$ cat src/rtl/output_pipeline.sv
`default_nettype none
// ============================================================================
// Module   : output_pipeline
// Purpose  : Equalizes 16-pixel image words through a lookup table, one lane
//            per cycle. Optional tag checking is enabled by defining
//            OUTPUT_PIPE_TAG_CHECK_EN.
// Revision : 1.0 - initial release
// ============================================================================
module output_pipeline #(
    parameter logic [14:0] ADDRESS_OF_LAST = 15'd19199
) (
    input  logic         clock,
    input  logic         rst_n,
    input  logic         start,
    input  logic         inputBaseOffset,
    input  logic [127:0] m3ReadBus,
    input  logic [127:0] m2ReadBus,
    output logic [15:0]  m3ReadAddr,
    output logic [15:0]  m2ReadAddr,
    output logic [15:0]  m4WriteAddr,
    output logic [127:0] m4WriteBus,
    output logic         m4WE,
    output logic         done,
    output logic         tagError
);

    typedef enum logic [2:0] {
        IDLE   = 3'd0,
        FETCH  = 3'd1,
        LOAD   = 3'd2,
        LOOKUP = 3'd3,
        LAST   = 3'd4,
        WRITE  = 3'd5,
        DONE   = 3'd6
    } state_t;

    state_t         state_q,    state_d;
    logic [14:0]    wordCnt_q,  wordCnt_d;
    logic [3:0]     laneCnt_q,  laneCnt_d;
    logic [127:0]   pixel_q,    pixel_d;
    logic [127:0]   asm_q,      asm_d;
    logic           tagErr_q,   tagErr_d;

    logic           w_tagBad;
    logic [7:0]     w_laneVal;
    logic [6:0]     w_rdBit;
    logic [6:0]     w_wrBit;
    logic [3:0]     w_prevLane;
    logic           w_unused;

`ifdef OUTPUT_PIPE_TAG_CHECK_EN
    assign w_tagBad = (m2ReadBus[35:20] != 16'hAAAA);
`else
    assign w_tagBad = 1'b0;
`endif

    assign w_laneVal  = w_tagBad ? 8'h00 : m2ReadBus[7:0];
    assign w_prevLane = laneCnt_q - 4'd1;
    assign w_rdBit    = {laneCnt_q, 3'b000};
    assign w_wrBit    = {w_prevLane, 3'b000};
    assign w_unused   = ^m2ReadBus[127:8];
    assign tagError   = tagErr_q;

    always_ff @(posedge clock or negedge rst_n) begin
        if (!rst_n) begin
            state_q   <= IDLE;
            wordCnt_q <= 15'd0;
            laneCnt_q <= 4'd0;
            pixel_q   <= 128'd0;
            asm_q     <= 128'd0;
            tagErr_q  <= 1'b0;
        end else begin
            state_q   <= state_d;
            wordCnt_q <= wordCnt_d;
            laneCnt_q <= laneCnt_d;
            pixel_q   <= pixel_d;
            asm_q     <= asm_d;
            tagErr_q  <= tagErr_d;
        end
    end

    always_comb begin
        state_d     = state_q;
        wordCnt_d   = wordCnt_q;
        laneCnt_d   = laneCnt_q;
        pixel_d     = pixel_q;
        asm_d       = asm_q;
        tagErr_d    = tagErr_q;
        m3ReadAddr  = 16'h0000;
        m2ReadAddr  = 16'h0000;
        m4WriteAddr = 16'h0000;
        m4WriteBus  = 128'd0;
        m4WE        = 1'b0;
        done        = 1'b0;

        // Dropping start abandons any partial word and rearms from word 0.
        if (!start) begin
            state_d   = IDLE;
            wordCnt_d = 15'd0;
            laneCnt_d = 4'd0;
            tagErr_d  = 1'b0;
        end else begin
            case (state_q)
                IDLE: begin
                    state_d = FETCH;
                end
                FETCH: begin
                    m3ReadAddr = {inputBaseOffset, wordCnt_q};
                    state_d    = LOAD;
                end
                LOAD: begin
                    pixel_d   = m3ReadBus;
                    laneCnt_d = 4'd0;
                    state_d   = LOOKUP;
                end
                LOOKUP: begin
                    // Table data lags its address by one cycle, so lane N-1 lands now.
                    m2ReadAddr = {8'h00, pixel_q[w_rdBit +: 8]};
                    laneCnt_d  = laneCnt_q + 4'd1;
                    if (laneCnt_q != 4'd0) begin
                        asm_d[w_wrBit +: 8] = w_laneVal;
                        tagErr_d            = tagErr_q | w_tagBad;
                    end
                    if (laneCnt_q == 4'd15) begin
                        state_d = LAST;
                    end
                end
                LAST: begin
                    asm_d[127:120] = w_laneVal;
                    tagErr_d       = tagErr_q | w_tagBad;
                    state_d        = WRITE;
                end
                WRITE: begin
                    m4WE        = 1'b1;
                    m4WriteBus  = asm_q;
                    m4WriteAddr = {inputBaseOffset, wordCnt_q};
                    if (wordCnt_q == ADDRESS_OF_LAST) begin
                        state_d = DONE;
                    end else begin
                        wordCnt_d = wordCnt_q + 15'd1;
                        state_d   = FETCH;
                    end
                end
                DONE: begin
                    done = 1'b1;
                end
                default: begin
                    state_d = IDLE;
                end
            endcase
        end
    end

endmodule
`default_nettype wire

$ cat config.mk
export PLATFORM = sky130hd
export DESIGN_NAME = output_pipeline
export DESIGN_NICKNAME = d
export VERILOG_FILES = /design/src/rtl/output_pipeline.sv
export SDC_FILE = /design/constraint.sdc
export NUM_CORES = 1
export LEC_CHECK = 0
export ABC_CLOCK_PERIOD_IN_PS = 7200
export CAP_MARGIN = 0
export CORE_ASPECT_RATIO = 1.2
export CORE_UTILIZATION = 40
export CTS_CLUSTER_DIAMETER = 30
export DETAILED_ROUTE_END_ITERATION = 8
export PLACE_DENSITY = 0.82
export SYNTH_ARGS = -nofsm -noshare
export SYNTH_HDL_FRONTEND = slang
export SYNTH_SLANG_ARGS = --single-unit
$ cat constraint.sdc
create_clock -name clock -period 7.2 [get_ports clock]
set_input_delay 2.16 -clock clock [delete_from_list [all_inputs] [get_ports clock]]
set_output_delay 2.16 -clock clock [all_outputs]
set_load 0.05 [all_outputs]
# Word level (Yosys, flattened, before mapping)
# Index checks and enable logic that the tools add are counted.
# totals
register_bits,278
wordCells,59
# op_classes
addsub,4
n_eq_ne,14
n_shift,3
mux,24
reduce_logical,8
# ops
operator,count
two-way mux 128 bit,3
bitwise mux 128 bit,1
"variable shift 8 x 9 -> 128 bit, first input constant",1
variable part select 128 x 8 -> 8 bit,1
variable part select 8 x 9 -> 128 bit,1
two-way mux 16 bit,5
two-way mux 15 bit,3
case mux 3 bit (7 select lines),1
case mux 8 bit (2 select lines),1
"adder 15 x 1 -> 15 bit, second input constant",1
"== test 15 bit, second input constant",1
"== test 3 bit, second input constant",3
two-way mux 3 bit,3
negator 7 -> 9 bit,1
two-way mux 8 bit,1
case mux 4 bit (2 select lines),1
"== test 3 x 2 -> 1 bit, second input constant",2
"inequality test 2 bit, second input constant",3
AND reduction 2 bit,3
AND reduction 3 bit,2
"adder 4 x 1 -> 4 bit, second input constant",1
"== test 4 bit, second input constant",1
two-way mux 1 bit,4
two-way mux 4 bit,1
other kinds (8),8

# Depth between registers and ports, before layout
# Gate-level depths: netlist (run 1).
# logic_depth
word_depth,6
ltp_mapped,12

# Least setup slack after synthesis (run 1)
# OpenSTA, ideal clock, no wires.
# synth_timing
path_type,input to output
startpoint,input start
endpoint,output m4WriteBus[111]
arrival_ns,3.701
required_time_ns,5.040
setup_slack_ns,1.339
stages,5
path_cell_list,nand2_1 > nor2_1 > clkbuf_1 > clkbuf_1 > and2_1
# synth_between
elab_chain_cells,1
# synth_rtl
item,line,source
"start, declared",14,"input logic start,"
two-way mux 128 bit,97,if (!start) begin
"end, declared",21,"output logic [127:0] m4WriteBus,"
# Every way passes these cells.

# Worst setup path in the final report (run 1)
# layout_timing
startpoint,input start
endpoint,output m3ReadAddr[2]
# layout_between
elab_chain_cells,1
# layout_rtl
item,line,source
two-way mux 16 bit,97,
"end, declared",18,"output logic [15:0] m3ReadAddr,"
# Every way passes these cells.

==> results of run 1 <==
power groups by stage:
stage                     clock, mW  combinational (mW)  sequential [mW]
after global placement            0               0.972             2.17
after CTS                      2.34                1.02             2.18
final                          2.29                1.00             2.18
after detailed placement          0                1.01             2.20
after floorplan                   0               0.743             2.10
after global routing           2.41                1.08             2.23
routing by layer:
layer | vias to the layer above | wire (um)
met4 | 0 | 831
met5 | - | 0
met2 | 366 | 18960
li1 | 4245 | -
met1 | 4690 | 13220
met3 | 56 | 2838
cells by family (layout without fill, tap and decap cells):
family | after synthesis | in the layout | synth area share, %
flip-flops | 278 | 278 | 51.42
AO/OA/AOI/OAI | 39 | 39 | 1.970
adder cells (fa/ha/maj) | 7 | 7 | 0.6473
other | 1 | 9 | 0.02772
AND/OR/NAND/NOR | 313 | 313 | 14.51
buffers and inverters | 89 | 435 | 2.867
multiplexers | 288 | 288 | 27.23
XOR/XNOR | 18 | 18 | 1.332
critical path, stage by stage:
cell             delay [ns]
clkdlybuf4s50_1        0.48
nand2_1                0.11
nor2_1                 0.56
and2_1                 0.22
clkdlybuf4s50_1        0.81
layout by cell type (no fill, tap or decap), drive strengths merged, types with 11 or more instances in the layout:
| cell type | instances |
|---|---|
| clkdlybuf4s50 | 151 |
| xor2 | 14 |
| o21ai | 23 |
| inv | 32 |
| mux4 | 40 |
| and2 | 191 |
| clkbuf | 63 |
| nand2 | 18 |
| dfrtp | 278 |
| buf | 170 |
| nor3 | 41 |
| clkinv | 11 |
| nand3 | 19 |
| mux2 | 240 |
metrics by stage:
stage	cell area (um2)	hold slack, ns
CTS	19980	0.4994
finish	19980	0.4955
global placement	18310	0.4813
floorplan	13560	0.4721
global route	19980	0.5100
detailed placement	18310	0.4873
cell usage after synthesis (2+ instances only):
master,n
dfrtp_1,278
a21oi_1,2
nand2b_1,2
mux4_2,40
nor4_1,5
nand3b_1,2
mux2i_1,8
xnor2_1,2
xor2_1,13
nor3_1,27
nor2b_1,7
nor3_4,8
xnor2_2,2
buf_1,4
ha_1,7
o21ai_0,22
buf_4,9
mux2_2,240
clkbuf_1,42
buf_2,10
and2_1,191
and4_1,2
nand4_1,4
nor3_2,6
nor2_1,10
a21boi_0,3
nand2_1,18
o21a_1,2
and3_1,3
nand3_1,19
inv_1,23
final timing paths:
check,from,end
max,start,m3ReadAddr[2]
min,asm_q[41],asm_q[41]
max reg2reg,laneCnt_q[0],asm_q[94]
min reg2reg,asm_q[41],asm_q[41]
max in group asynchronous,rst_n,asm_q[64]
min in group asynchronous,rst_n,pixel_q[29]
registers in the layout, indices dropped and copies added, names as in the netlist:
name	count
laneCnt_q	4
state_q	3
pixel_q	128
wordCnt_q	15
asm_q	128
final cells by class:
cell class,count,share of cell area [%]
flip-flops and latches,278,34.83
inverters,23,0.4321
clock inverters,28,1.541
clock buffers,63,6.814
multi-input cells,674,31.18
well taps,450,2.818
repair buffers,321,22.38
==> summary.md, run 1 <==
| Metric | Value |
|---|---|
| Filler cells | between 2000 and 2500 |
| Critical path arrival | approximately 4.3 ns |
| Pwr Total | 5.479 mW |
| Worst slew pin tran | 1.200 ns |
| WP data required | 5.04 ns |
| Setup Skew | 0.01295 ns |
| Cells after Synth | 1033 |
| Placed insts | 1746 |
| Vias in the first global route | 10129 |
| Synth area leaders | dfrtp_1 51%, mux2_2 20%, and2_1 8.8%, mux4_2 6.7%, clkbuf_1 1.2% |
| Final setup violation count | 0 |
| Post-synth EDFFs | 0 |
| RSZ-0062 raised after global routing | no |
| CTS tree | yes |
| Setup CP Type | input port to output pin |
| #FFs+latches synth | 278 |
| Setup bufs post-CTS | 0 |
| H-Tree Level Count | 2 |
| Core ar. | about 0.033 mm2 |
| Period utilization | 90.30% |
| # rows | 73 |
| Overflow after GRT | 0 |
| Max Cap Viol | 0 |
| Post-Place Setup Slack | 0.6790 ns |
| Bufs on Longest Clock Path | 3 |
| Routed WL per cell | just under 20 um |
| PnR worst setup slack | roughly 0.7 ns |
| Crit Path Max Fanout | 15 |
| Lkg Pwr | approximately 8.8 nW |
| TNS Setup | 0 ns |
| Synth Flop Type | dfrtp_1 |
| Num ports | 439 |
| Vias per inst | 5.094 |
| Worst-path clk slew | 0.06 ns |
| F_max | roughly 0.15 GHz |
| Cell-internal power | between 4 and 5 mW |
| Initial antenna violation count | 0 |
| Core Util, Final | 60.09% |
| FF/Latch Area | 0.006959 mm2 |
| Status | finished clean |
| Die area | 0.03457 mm2 |
| Combinational power share | 18.3% |
| HPWL after detailed placement | 25.16 mm |
| Busiest grt layer | met2 |
| Switching share of power | 26.14% |
| All-layer global routing usage | between 20% and 30% |
| Period minus WS final | around 6.5 ns |
| Total wire length | 35.85 mm |
| Nets | 1614 |
| DRT antenna net count | 0 |
| Switching pwr | 1.432 mW |
| Synthesis-to-layout area growth | 47.67% |
| Slew Limit Fails | 0 |
| Seq/Total Area, Yosys | 51.42% |
| Critical Path End Type | output pin |
| Area occupied by multi-input gates | 0.006230 mm2 |
| First-pass GRT wire length | 56.97 mm |
| Die height | roughly 200 um |
| Port Buffers | 309 |
| Starting density of the core | 40.69% |
| Sequential power share | 39.8% |
| CP startpoint kind | input port |
| TritonCTS Buffers | between 40 and 50 |
| GPL Wtd Cong | 0.8187 |
| Maximum VDD drop | 236.4 uV |
| Yosys cell types | between 50 and 60 |
| Relative max-transition margin | 19.80% |
| Clock sinks | roughly 280 |
| Share of layout cells above drive strength 1 | 40.45% |
| Via count | 9357 |
| Die W | 169.9 um |
| Clock share of power | a little over two fifths |
| Final hold viol count | 0 |
| Met2 Use GR | 37.79% |
| Cts hold-fix bufs | 0 |
| Hold path depth | 1 |
| Global Route met1 Usage | 24.63% |
| Resized Gates After CTS | 0 |
| 1st-pass router iterations | 5 |
| Cell depth of the worst flop-to-flop path | 8 |
| Syn_area_per_cell | 13.10 um2 |
| Later-pin clock latency in the skew report | roughly 0.54 ns |
| Post-synth ARST share | 100.0% |
| R2R setup slack | 3.52 ns |
| Initial DRC Count | 679 |
| # DRC | 0 |
| Yosys warns | 0 |
| Post-synth top area cell | dfrtp_1 |
| Met3 GRT Util | 6.501% |
| Post-Layout Cell Count | 1837 |
| Area of the mapped netlist | 0.01353 mm2 |
| Area share of the largest cell type after synthesis | ~51% |
| N_diodes | 0 |
| Hold Crit Class | register to register |
| Clock root buffer | clkbuf_16 |
| Largest net degree at the start of global routing | 120 |
| Power Dens Cells | 274.2 mW/mm2 |
(Power assumes the default switching activity.)
==> run 2, diff against run 1 <==
REMOVE_ABC_BUFFERS = 1   (was not set)
==> summary.md, run 2 (synthesis gave the netlist of run 1 again) <==
| Metric | Value |
|---|---|
| DRT antenna net count | 0 (unchanged) |
| Metal-1 WL | 13.25 mm (+0.18%) |
| TritonCTS Buffers | 56 (+14%) |
| Clock sinks | 278 (unchanged) |
| PnR worst setup slack | 0.6657 ns (-0.03305 ns) |
| CTS tree | yes |
| DR top layer | met4 |
| Setup CP Type | input port to output pin |
| Vias per inst | 5.105 (+0.23%) |
| Largest net degree at the start of global routing | 161 (+34%) |
| Die height | 203.5 um (unchanged) |
| Placed insts | 1750 (+0.23%) |
| Pwr Total | 5.890 mW (+7.5%) |
| WP buf/inv | 2 (unchanged) |
| Setup bufs post-CTS | 0 (unchanged) |
| Max Cap Viol | 0 (unchanged) |
| Cts hold-fix bufs | 0 (unchanged) |
| # rows | 73 (unchanged) |
| TNS Setup | 0 ns (unchanged) |
| Cell depth of the worst flop-to-flop path | 7 (-1) |
| H-Tree Level Count | 2 (unchanged) |
| First-pass GRT wire length | 57.23 mm (+0.45%) |
| Final hold viol count | 0 (unchanged) |
| Die W | 169.9 um (unchanged) |
| All-layer global routing usage | 21.25% (-0.17 points) |
| Relative max-transition margin | 27.46% (+7.7 points) |
| R2R setup slack | 3.61 ns (+0.09 ns) |
| Via count | 9465 (+1.2%) |
| Critical Path End Type | output pin |
| WP data required | 5.04 ns (about the same) |
| Maximum VDD drop | 263.9 uV (+12%) |
| Vias in the first global route | 10467 (+3.3%) |
| Status | finished clean |
| Final Cell Area | 0.02047 mm2 (+2.4%) |
| Later-pin clock latency in the skew report | 0.56 ns (+0.02 ns) |
| Period minus WS final | 6.534 ns (+0.03305 ns) |
| Worst slew pin tran | 1.088 ns (-0.1120 ns) |
| Critical path arrival | 4.37 ns (+0.03 ns) |
| Lkg Pwr | 8.988 nW (+2.4%) |
| Overflow after GRT | 0 (unchanged) |
| Most frequent cell on the critical path | clkdlybuf4s50_1 |
| Period utilization | 90.75% (+0.46 points) |
| Met2 wire length | 18.69 mm (-1.4%) |
| Worst-path clk slew | 0.04 ns (-0.02 ns) |
| Synthesis-to-layout area growth | 51.27% |
| Initial antenna violation count | 0 (unchanged) |
| Num ports | 439 (unchanged) |
| Nets | 1625 (+0.68%) |
| Core Util, Final | 61.56% (+1.5 points) |
| F_max | 0.1530 GHz (-0.51%) |
| CP Launch Point | start |
| Final setup violation count | 0 (unchanged) |
| Filler cells | 2419 (-3.0%) |
| Die area | 0.03457 mm2 (unchanged) |
| CP peak stage delay | 0.80 ns (about the same) |
| Share of layout cells above drive strength 1 | 41.17% (+0.72 points) |
| Resized Gates After CTS | 0 (unchanged) |
| Worst reg2reg startpoint | laneCnt_q[0] |
| Starting density of the core | 40.69% (unchanged) |
| Crit Path Max Fanout | 15 (unchanged) |
| Most frequent cells in the layout | 276 x dfrtp_1, 240 x mux2_2, 191 x and2_1 |
| Hold path depth | 1 (unchanged) |
| Initial DRC Count | 640 (-5.7%) |
| CP startpoint kind | input port |
| Clock root buffer | clkbuf_16 |
| Cell family with most CP delay | buffers and inverters |
| R2r endpoint | asm_q[79] |
| Port Buffers | 309 (unchanged) |
| Routed WL per cell | 19.13 um (-2.0%) |
| Hold_ws | 0.4929 ns (-0.002661 ns) |
| Hold Crit Class | register to register |
| Crit-path cells | clkdlybuf4s50_1, nand2_1, nor2_1, and2_1, clkdlybuf4s50_1 |
| GPL Wtd Cong | 0.8332 (+1.8%) |
| CP max stage cell | clkdlybuf4s50_1 |
| Post-Layout Cell Count | 1854 (+0.93%) |
| WL met3 | 2.613 mm (-7.9%) |
| RSZ-0062 raised after global routing | no |
| Power Dens Cells | 287.8 mW/mm2 (+4.9%) |
| HPWL after detailed placement | 24.63 mm (-2.1%) |
| # DRC | 0 (unchanged) |
| Slew Limit Fails | 0 (unchanged) |
| Post-Place Setup Slack | 0.6497 ns (-0.02927 ns) |
| 1st-pass router iterations | 5 (unchanged) |
| HP Start | asm_q[37] |
| Biggest regs | asm_q: 128 flops, pixel_q: 128 flops, wordCnt_q: 15 flops |
| Total wire length | 35.47 mm (-1.1%) |
| Dpl cell area | 0.01844 mm2 (+0.70%) |
| Bufs on Longest Clock Path | 3 (unchanged) |
| N_diodes | 0 (unchanged) |
| Commonest non-fill, non-tap cell in the layout | dfrtp_1 |
| Core ar. | 0.03325 mm2 (unchanged) |
| Setup Skew | 0.02823 ns (+0.01528 ns) |
| Hold Path End | asm_q[37] |
-- run 2: power breakdown --
group	switching (mW)	internal (mW)	leakage [nW]
Clock	0.848	1.89	0.993
Sequential	0.216	1.96	3.57
Combinational	0.382	0.598	4.43
Total	1.45	4.44	8.99
-- run 2: worst max path at each step --
stage                                end  slack [ns]  cells after the start
after global placement     m3ReadAddr[3]        0.67                      5
after detailed placement   m3ReadAddr[7]        0.65                      5
final                      m3ReadAddr[7]        0.67                      5
after global routing       m3ReadAddr[3]        0.52                      5
after CTS                  m3ReadAddr[7]        0.65                      5
after floorplan           m4WriteAddr[0]       -1.24                      3
-- run 2: final cells by class --
class                      instances  area, um2  share of cell area, %
multi-input combinational        674       6230                  30.44
tap                              450      563.0                  2.751
sequential                       278       6959                  34.00
timing repair buffer             325       4599                  22.47
clock buffer                      67       1513                  7.391
inverter                          23      86.33                 0.4218
clock inverter                    37      515.5                  2.519
-- run 2: per-layer routing --
metal  up-vias  track usage [%]
li1       4272                -
met1      4777            24.48
met2       351            37.84
met3        65            5.802
met4         0            7.046
met5         -                0
-- run 2: worst reg2reg max path: cells and delay by family, from the launching register on --
family                     cells  cell delay (ns)
muxes                          1             0.42
buffers and inverters          1             0.23
DFF                            1             0.84
adders and majority gates      1             0.43
AOI/OAI and AO/OA              1             0.30
and+or+nand+nor                2             1.02
xor gates and xnor gates       1             0.23
